==> src/rtl/score_text_writer.sv <==
// Converts a binary score to decimal with a sequential double-dabble, then writes
// one letter code per cycle into the character buffer, most-significant digit first.
module score_text_writer #(
  parameter int         SCORE_W    = 14,
  parameter int         NUM_DIGITS = 4,
  parameter logic [6:0] START_CELL = 7'd6,
  parameter logic [5:0] DIGIT_BASE = 6'd10,
  parameter logic [5:0] BLANK_CODE = 6'd0,
  parameter bit         LEAD_BLANK = 1'b1
) (
  input  logic               clk,
  input  logic               reset,
  input  logic               start,
  input  logic [SCORE_W-1:0] score,
  output logic               busy,
  output logic               done,
  output logic               wr_en,
  output logic [6:0]         wr_addr,
  output logic [5:0]         wr_letter
);

  localparam int BCD_W   = 4 * NUM_DIGITS;
  localparam int MAX_VAL = 10 ** NUM_DIGITS - 1;
  localparam int CNT_W   = $clog2((SCORE_W > NUM_DIGITS) ? SCORE_W : NUM_DIGITS) + 1;

  typedef enum logic [1:0] {
    S_IDLE,
    S_CONVERT,
    S_WRITE,
    S_FINISH
  } state_t;

  state_t             r_state;
  state_t             w_nextState;
  logic [CNT_W-1:0]   r_cnt;
  logic [BCD_W-1:0]   r_bcd;
  logic [SCORE_W-1:0] r_shift;
  logic               r_leadZero;

  logic [SCORE_W-1:0] w_sat;
  logic [BCD_W-1:0]   w_bcdAdj;
  logic [3:0]         w_digit;
  logic               w_lastShift;
  logic               w_lastDigit;
  logic               w_blank;

  logic               w_busyNext;
  logic               w_doneNext;
  logic               w_wrEnNext;
  logic [6:0]         w_addrNext;
  logic [5:0]         w_letterNext;

  assign w_sat       = (32'(score) > MAX_VAL) ? SCORE_W'(MAX_VAL) : score;
  assign w_digit     = r_bcd[BCD_W-1 -: 4];
  assign w_lastShift = (r_cnt == CNT_W'(SCORE_W - 1));
  assign w_lastDigit = (r_cnt == CNT_W'(NUM_DIGITS - 1));
  // The units digit is always shown, even when the whole value is zero.
  assign w_blank     = LEAD_BLANK && r_leadZero && (w_digit == 4'd0) && !w_lastDigit;

  always_comb begin
    w_bcdAdj = r_bcd;
    for (int k = 0; k < NUM_DIGITS; k++) begin
      if (r_bcd[4*k +: 4] >= 4'd5) begin
        w_bcdAdj[4*k +: 4] = r_bcd[4*k +: 4] + 4'd3;
      end
    end
  end

  always_ff @(posedge clk or posedge reset) begin
    if (reset) begin
      r_state <= S_IDLE;
    end else begin
      r_state <= w_nextState;
    end
  end

  always_comb begin
    w_nextState = r_state;
    case (r_state)
      S_IDLE:    if (start)       w_nextState = S_CONVERT;
      S_CONVERT: if (w_lastShift) w_nextState = S_WRITE;
      S_WRITE:   if (w_lastDigit) w_nextState = S_FINISH;
      S_FINISH:                   w_nextState = S_IDLE;
      default:                    w_nextState = S_IDLE;
    endcase
  end

  always_comb begin
    w_busyNext   = 1'b0;
    w_doneNext   = 1'b0;
    w_wrEnNext   = 1'b0;
    w_addrNext   = wr_addr;
    w_letterNext = wr_letter;
    case (r_state)
      S_IDLE:    w_busyNext = start;
      S_CONVERT: w_busyNext = 1'b1;
      S_WRITE: begin
        w_busyNext   = 1'b1;
        w_wrEnNext   = 1'b1;
        w_addrNext   = START_CELL + 7'(r_cnt);
        w_letterNext = w_blank ? BLANK_CODE : (DIGIT_BASE + {2'b00, w_digit});
      end
      S_FINISH:  w_doneNext = 1'b1;
      default:   w_busyNext = 1'b0;
    endcase
  end

  // Conversion shifts {bcd, sat} left; the write phase then shifts bcd a nibble at a time.
  always_ff @(posedge clk or posedge reset) begin
    if (reset) begin
      r_cnt      <= '0;
      r_bcd      <= '0;
      r_shift    <= '0;
      r_leadZero <= 1'b0;
    end else begin
      case (r_state)
        S_IDLE: begin
          if (start) begin
            r_bcd   <= '0;
            r_shift <= w_sat;
            r_cnt   <= '0;
          end
        end
        S_CONVERT: begin
          {r_bcd, r_shift} <= {w_bcdAdj, r_shift} << 1;
          r_cnt            <= w_lastShift ? '0 : r_cnt + 1'b1;
          r_leadZero       <= 1'b1;
        end
        S_WRITE: begin
          r_bcd      <= r_bcd << 4;
          r_cnt      <= r_cnt + 1'b1;
          r_leadZero <= r_leadZero && (w_digit == 4'd0);
        end
        default: r_cnt <= '0;
      endcase
    end
  end

  always_ff @(posedge clk or posedge reset) begin
    if (reset) begin
      busy      <= 1'b0;
      done      <= 1'b0;
      wr_en     <= 1'b0;
      wr_addr   <= 7'd0;
      wr_letter <= 6'd0;
    end else begin
      busy      <= w_busyNext;
      done      <= w_doneNext;
      wr_en     <= w_wrEnNext;
      wr_addr   <= w_addrNext;
      wr_letter <= w_letterNext;
    end
  end

endmodule

==> config.mk <==
export PLATFORM = sky130hd
export DESIGN_NAME = score_text_writer
export DESIGN_NICKNAME = d
export VERILOG_FILES = /design/src/rtl/score_text_writer.sv
export SDC_FILE = /design/constraint.sdc
export NUM_CORES = 1
export LEC_CHECK = 0
export CORE_MARGIN = 4
export CORE_UTILIZATION = 30
export DETAILED_ROUTE_END_ITERATION = 6
export DONT_BUFFER_PORTS = 1
export GPL_TIMING_DRIVEN = 0
export HOLD_SLACK_MARGIN = 0.02
export PLACE_DENSITY_LB_ADDON = 0.1
export REMOVE_ABC_BUFFERS = 1
export SETUP_SLACK_MARGIN = 0.05
export SYNTH_ARGS = -nofsm -noshare
export SYNTH_HDL_FRONTEND = slang
export SYNTH_SLANG_ARGS = --single-unit
==> constraint.sdc <==
create_clock -name clk -period 2.1 [get_ports clk]
set_clock_uncertainty 0.1 [all_clocks]
set_input_delay 0.105 -clock clk [delete_from_list [all_inputs] [get_ports clk]]
set_output_delay 0.105 -clock clk [all_outputs]
set_load 0.05 [all_outputs]
==> impl_metrics.py, run 1 <==
metrics = {
    "logic_synthesis": {
        "synth-simple-area-share_pct": 17.55,
        "ys_seq_area_share_pct": 45.75,
        "ys_async_sr_fraction_pct": 100.0,
        "synth_edf_count": 0,
        "synth_seq_cells": 52,
        "synth-adder-area-share_pct": 7.919,
        "ys_warn_count": 0,
        "muxShareOfSynthArea_pct": 3.520,
        "dominantRegCellSynth": "dfrtp_1",
        "synth_top_area_cell": "dfrtp_1",
        "synth_compound_area_share_pct": 18.13,
        "synth_top_family_by_area": "compound AO/OA/AOI/OAI gates",
        "yosys.cell_count.top_type": "dfrtp_1",
        "synth_xor_area_share_pct": 2.156,
        "synth.top_cell.area_share_pct": 45.75,
        "yosys-top-cells-count": "dfrtp_1, nand2_1, a21oi_1",
        "synthTopCellsByArea": "dfrtp_1, ha_1, nand2_1",
        "synth.distinct_cells": 50,
        "avgSynthCellArea_um2": 9.608,
        "synth_area_um2": 2844,
        "syn_inst": 296,
    },
    "clock_network": {
        "post_cts_buffers": 0,
        "cts_tree": "yes",
        "cts_buffer_depth": 2,
        "root_buffer": "clkbuf_8",
        "numCtsBuffers": 5,
        "ctsHtreeMaxLevel": 2,
        "insertion_delay_ns": 0.30,
        "clock-sinks": 52,
        "path_clk_slew_ns": 0.09,
    },
    "worst_setup_path": {
        "worstPathMaxFanout": 17,
        "cp.buffers_inverters": 1,
        "worstSetupPathType": "reg2reg",
        "slowest_delay_ns": 0.44,
        "worst_setup_path_start_kind": "register",
        "worstPathRequired_ns": 2.19,
        "critPathSlowestCell": "dfrtp_1",
        "path_cells": "inv_1 -> ha_2 -> and2_1 -> a211oi_2 -> mux2_2",
        "cp.arrival_ns": 2.02,
        "ff2ff_path_depth": 5,
        "r2r-end": "r_state[1]",
        "crit_family": "flip-flops",
        "r2r_start": "r_state[1]",
        "r2r_slack_ns": 0.17,
        "endpoint_kind": "register",
    },
    "floorplan": {
        "io_pins": 33,
        "die_width_um": 105.4,
        "start_util_pct": 30.78,
        "dieHeight_um": 105.4,
        "rows": 35,
        "dieArea_um2": 11100,
        "core_area_um2": 9240,
    },
    "finish": {
        "multi_input_area_um2": 1474,
        "area_growth_pct": 14.69,
        "nets": 343,
        "fillers": 966,
        "drive_gt1_share_pct": 9.091,
        "seq_area_um2": 1301,
        "n_antenna_cell": 0,
        "final_cell_area_um2": 3262,
        "instances_no_fill": 437,
    },
    "sta": {
        "period_share_pct": 92.03,
        "fmax_ghz": 0.5174,
        "post-route-min-period_ns": 1.933,
        "rsz0062_at_grt": "true",
        "setup_viol": 0,
        "slew_headroom_pct": 64.34,
        "hold_viol": 0,
        "slew_violations": 0,
        "tightest_slew_ns": 0.5313,
    },
    "min_path": {
        "worstHoldPathType": "in2reg",
        "worstHoldStart": "score[4]",
        "hold_path_depth": 4,
        "hold_end": "r_shift[0]",
    },
    "global_route": {
        "antenna_found_initial": 0,
        "grt_overflow": 0,
        "grt_pass1_wl_um": 11410,
        "grt_pass1_vias": 2332,
        "track_usage_pct": 12.36,
        "grt_max_degree": 40,
    },
    "placed_design": {
        "hpwlAfterDp_um": 4369,
        "gp_congestion": 0.7449,
        "port_buffers": 0,
        "dpl-instance-area_um2": 2959,
        "dp.cells": 414,
    },
    "detailed_routing": {
        "drtAntennaViolNets": 0,
        "drt_first_pass_iters": 4,
        "first_iter_violations": 64,
        "post-route-drc-count": 0,
        "avgRoutedWirePerCell_um": 14.78,
        "wl_um": 6460,
        "viasPerCell": 4.968,
        "vias": 2171,
    },
    "run": {
        "cap_violations": 0,
    },
    "power": {
        "powerDensity_nw_per_um2": 1193,
        "p_leak_nw": 1.298,
        "ir_drop_mv": 0.6007,
    },
    "run_status": {
        "status": "finished, final reports clean",
    },
}
==> metrics by stage <==
stage                     setup slack, ns  total power, mW  hold WS (ns)  utilization, %  setup TNS (ns)
after floorplan                    0.1283            2.789        0.1292               -               0
after detailed placement          -0.5191            3.193       -0.1250           32.02          -4.511
after global placement            -0.4221            3.171        0.1339           31.81          -10.63
after CTS                         0.09544            3.880       0.02553           34.95               0
final                              0.1674            3.893       0.03471           35.30               0
after global routing              0.01727            4.205        0.1041           35.30               0
==> repair_timing <==
action	in CTS	in global routing
hold buffers	16	0
endpoints found under the setup margin	31	17
resized for setup	9	4
endpoints found under the hold margin	69	0
==> placed cells by master (no fill, tap or decap), types with 2 or more instances in the layout <==
master | synthesis | final
nand2_1 | 42 | 42
o221ai_1 | 8 | 8
o2bb2ai_1 | 3 | 3
nand4_1 | 2 | 2
o21a_1 | 4 | 4
nor4_1 | 3 | 3
a22oi_1 | 5 | 5
nor3b_1 | 4 | 4
a22o_1 | 2 | 2
mux2_2 | 8 | 8
inv_1 | 18 | 17
nor3_1 | 3 | 3
and2_1 | 3 | 2
ha_4 | 0 | 2
nand3_1 | 8 | 8
o21ai_0 | 18 | 18
nand2b_1 | 7 | 6
a221oi_1 | 2 | 2
o22ai_1 | 4 | 4
nand4b_1 | 2 | 2
conb_1 | 1 | 2
dlygate4sd3_1 | 0 | 16
nor2_1 | 17 | 17
o22a_1 | 3 | 3
dfrtp_1 | 52 | 52
clkbuf_8 | 0 | 5
a21oi_1 | 19 | 19
xnor2_1 | 6 | 6
ha_1 | 18 | 15
o211ai_1 | 3 | 3
==> worst max path at each step <==
stage,start,endpoint,depth (start not counted)
after detailed placement,r_state[0],r_cnt[4],6
after floorplan,r_state[0],r_cnt[4],6
after global placement,r_state[0],r_cnt[4],6
after global routing,r_state[1],r_shift[11],5
after CTS,r_state[0],r_cnt[4],6
final,r_state[1],r_state[1],5
==> worst reg2reg max path: stages (launching register included) <==
cell and delay [ns]:
dfrtp_1 0.44, inv_1 0.11, ha_2 0.34, and2_1 0.24
a211oi_2 0.24, mux2_2 0.36
==> state kept, by name, summed over array words and instances, names as in the netlist, 2 cells and up <==
signal     flops
r_bcd         16
r_cnt          5
r_shift       14
r_state        2
wr_addr        6
wr_letter      5
==> metal layers <==
metal | up-vias | track usage, % | part of all wire, % | wire length [um]
met5 | - | 0 | 0 | 0
met4 | 0 | 2.812 | 0.79 | 51
met3 | 5 | 2.143 | 4.2 | 274
met2 | 42 | 21.36 | 48 | 3130
met1 | 1054 | 16.08 | 47 | 3004
li1 | 1070 | - | - | -
==> final cells by class <==
type                            instances  area share (%)
Clock buffer                            6           2.225
Clock inverter                          1          0.1534
Timing Repair Buffer                   17           5.524
Tap cell                              129           4.948
Sequential cell                        52           39.89
Multi-Input combinational cell        214           45.19
Inverter                               18           2.071
==> kinds of logic (layout without fill, tap and decap cells) <==
family	Yosys count	count (layout)
buffers and inverters	31	42
flip-flops	52	52
AND/OR/NAND/NOR	100	100
AO/OA/AOI/OAI	78	78
other	1	2
adder cells (fa/ha/maj)	18	18
multiplexers	9	9
XOR/XNOR	7	7
==> report_power, final <==
part	total [mW]	internal (mW)	switching (mW)	leakage, nW
Sequential	1.73	1.25	0.484	0.663
Combinational	1.60	0.617	0.983	0.595
Clock	0.557	0.228	0.329	0.0410
Total	3.89	2.10	1.80	1.30
Power figures use the tool's default switching activity.
==> inputs of run 2 (changes only) <==
- CORE_ASPECT_RATIO: not set -> 0.9
==> impl_metrics.py, run 2 (synthesis results as in run 1) <==
metrics = {
    "finish": {
        "largestRegisters": "r_bcd: 16 flops, r_shift: 14 flops, wr_addr: 6 flops",
        "instances_no_fill": 430,
        "mostFrequentLayoutCells": "dfrtp_1, nand2_1, a21oi_1",
        "n_antenna_cell": 0,
        "area_growth_pct": 14.78,
        "drive_gt1_share_pct": 9.091,
        "final_common_cell": "dfrtp_1",
        "max_flop_register": "r_bcd",
        "largest_reg_flops": 16,
        "final_util_pct": 35.61,
        "nets": 344,
    },
    "floorplan": {
        "dieHeight_um": 100.4,
        "die_width_um": 110.6,
        "io_pins": 33,
        "start_util_pct": 31.03,
        "rows": 33,
        "dieArea_um2": 11100,
        "core_area_um2": 9166,
    },
    "detailed_routing": {
        "drtAntennaViolNets": 0,
        "avgRoutedWirePerCell_um": 14.83,
        "vias": 2167,
        "viasPerCell": 5.040,
        "drt_first_pass_iters": 4,
        "first_iter_violations": 59,
        "post-route-drc-count": 0,
        "wl_um": 6378,
    },
    "sta": {
        "rsz0062_at_grt": "true",
        "setup_viol": 0,
        "tightest_slew_ns": 0.7080,
        "hold_viol": 0,
        "post-route-min-period_ns": 1.973,
        "setup_tns_ns": 0,
        "fmax_ghz": 0.5069,
        "slew_violations": 0,
        "period_share_pct": 93.94,
        "slew_headroom_pct": 52.73,
        "hold_slack_ns": 0.03489,
    },
    "power": {
        "p_total_mw": 3.943,
        "ir_drop_mv": 0.4284,
        "powerDensity_nw_per_um2": 1208,
        "p_leak_nw": 1.311,
    },
    "min_path": {
        "worstHoldPathType": "in2reg",
    },
    "placed_design": {
        "dp.cells": 407,
        "port_buffers": 0,
        "gp_congestion": 0.6985,
        "hpwlAfterDp_um": 4343,
    },
    "worst_setup_path": {
        "worst_setup_path_start_kind": "register",
        "ff2ff_path_depth": 6,
        "worstPathMaxFanout": 5,
        "worstPathRequired_ns": 2.20,
        "critical_path.endpoint": "r_state[1]",
        "startpoint": "r_cnt[1]",
        "r2r-end": "r_state[1]",
        "path_cells": "inv_1 -> ha_1 -> nand4b_1 -> and2_1 -> a211oi_2 -> mux2_2",
        "critPathSlowestCell": "dfrtp_1",
        "worstSetupPathType": "reg2reg",
        "slowest_delay_ns": 0.45,
        "cp.arrival_ns": 2.07,
        "r2r_slack_ns": 0.13,
        "endpoint_kind": "register",
        "r2r_start": "r_cnt[1]",
    },
    "clock_network": {
        "root_buffer": "clkbuf_8",
        "clock-sinks": 52,
        "ctsHtreeMaxLevel": 2,
        "cts_tree": "yes",
        "cts_buffer_depth": 2,
        "path_clk_slew_ns": 0.09,
        "numCtsBuffers": 5,
        "insertion_delay_ns": 0.30,
    },
    "global_route": {
        "track_usage_pct": 12.18,
        "grt_pass1_vias": 2286,
        "grt_pass1_wl_um": 11220,
        "antenna_found_initial": 0,
        "grt_max_degree": 32,
        "grt_overflow": 0,
    },
    "run_status": {
        "status": "finished, final reports clean",
    },
    "run": {
        "cap_violations": 0,
    },
}
## run 2: timing repair
action                                  4_1_cts  5_1_grt
endpoints found under the setup margin       30       17
hold buffers                                 17        0
hold endpoints to repair                     47        0
gates resized for setup                       8        4
setup buffers                                 0        0
## run 2: area by class of cell
type                            instances  area (um2)
Inverter                               18       67.56
Multi-Input combinational cell        214        1454
Sequential cell                        52        1301
Clock buffer                            5       68.82
Timing Repair Buffer                   18       190.2
Clock inverter                          1       30.03
Fill cell                             976        5902
Tap cell                              122       152.6
## run 2: worst max-delay path, delay by kind of cell (launching register included)
kind | cells | cell delay [ns]
flops | 1 | 0.45
compound gates | 1 | 0.26
mux | 1 | 0.36
simple gates | 2 | 0.41
fa+ha+maj | 1 | 0.16
buf+inv | 1 | 0.13
## run 2: report_power, final
group          total (mW)  internal, mW  switching [mW]
clock               0.669         0.343           0.326
sequential           1.74          1.25           0.485
combinational        1.54         0.570           0.969
## run 2: per-stage QoR
stage	setup slack, ns	area, um2
2_1_floorplan	0.1283	2778
3_5_place_dp	-0.4181	2950
4_1_cts	0.1134	3243
3_3_place_gp	-0.4097	2930
5_1_grt	0.001073	3264
6_report	0.1272	3264
## run 2: layer usage
metal	global-route usage, %	part of all wire, %
met5	0	0
met4	3.125	0.69
met3	2.532	3.4
met2	20.80	46
met1	15.87	50
## run 2: worst min path at each step
stage                         start     endpoint  slack (ns)  depth (start not counted)
after detailed placement      reset     r_bcd[5]        0.05                          1
after CTS                 score[13]  r_shift[11]        0.03                          3
after floorplan           score[10]  r_shift[10]        0.13                          2
final                     score[13]  r_shift[11]        0.03                          3
after global routing          start   r_shift[7]        0.06                          4
after global placement    score[10]  r_shift[10]        0.13                          2
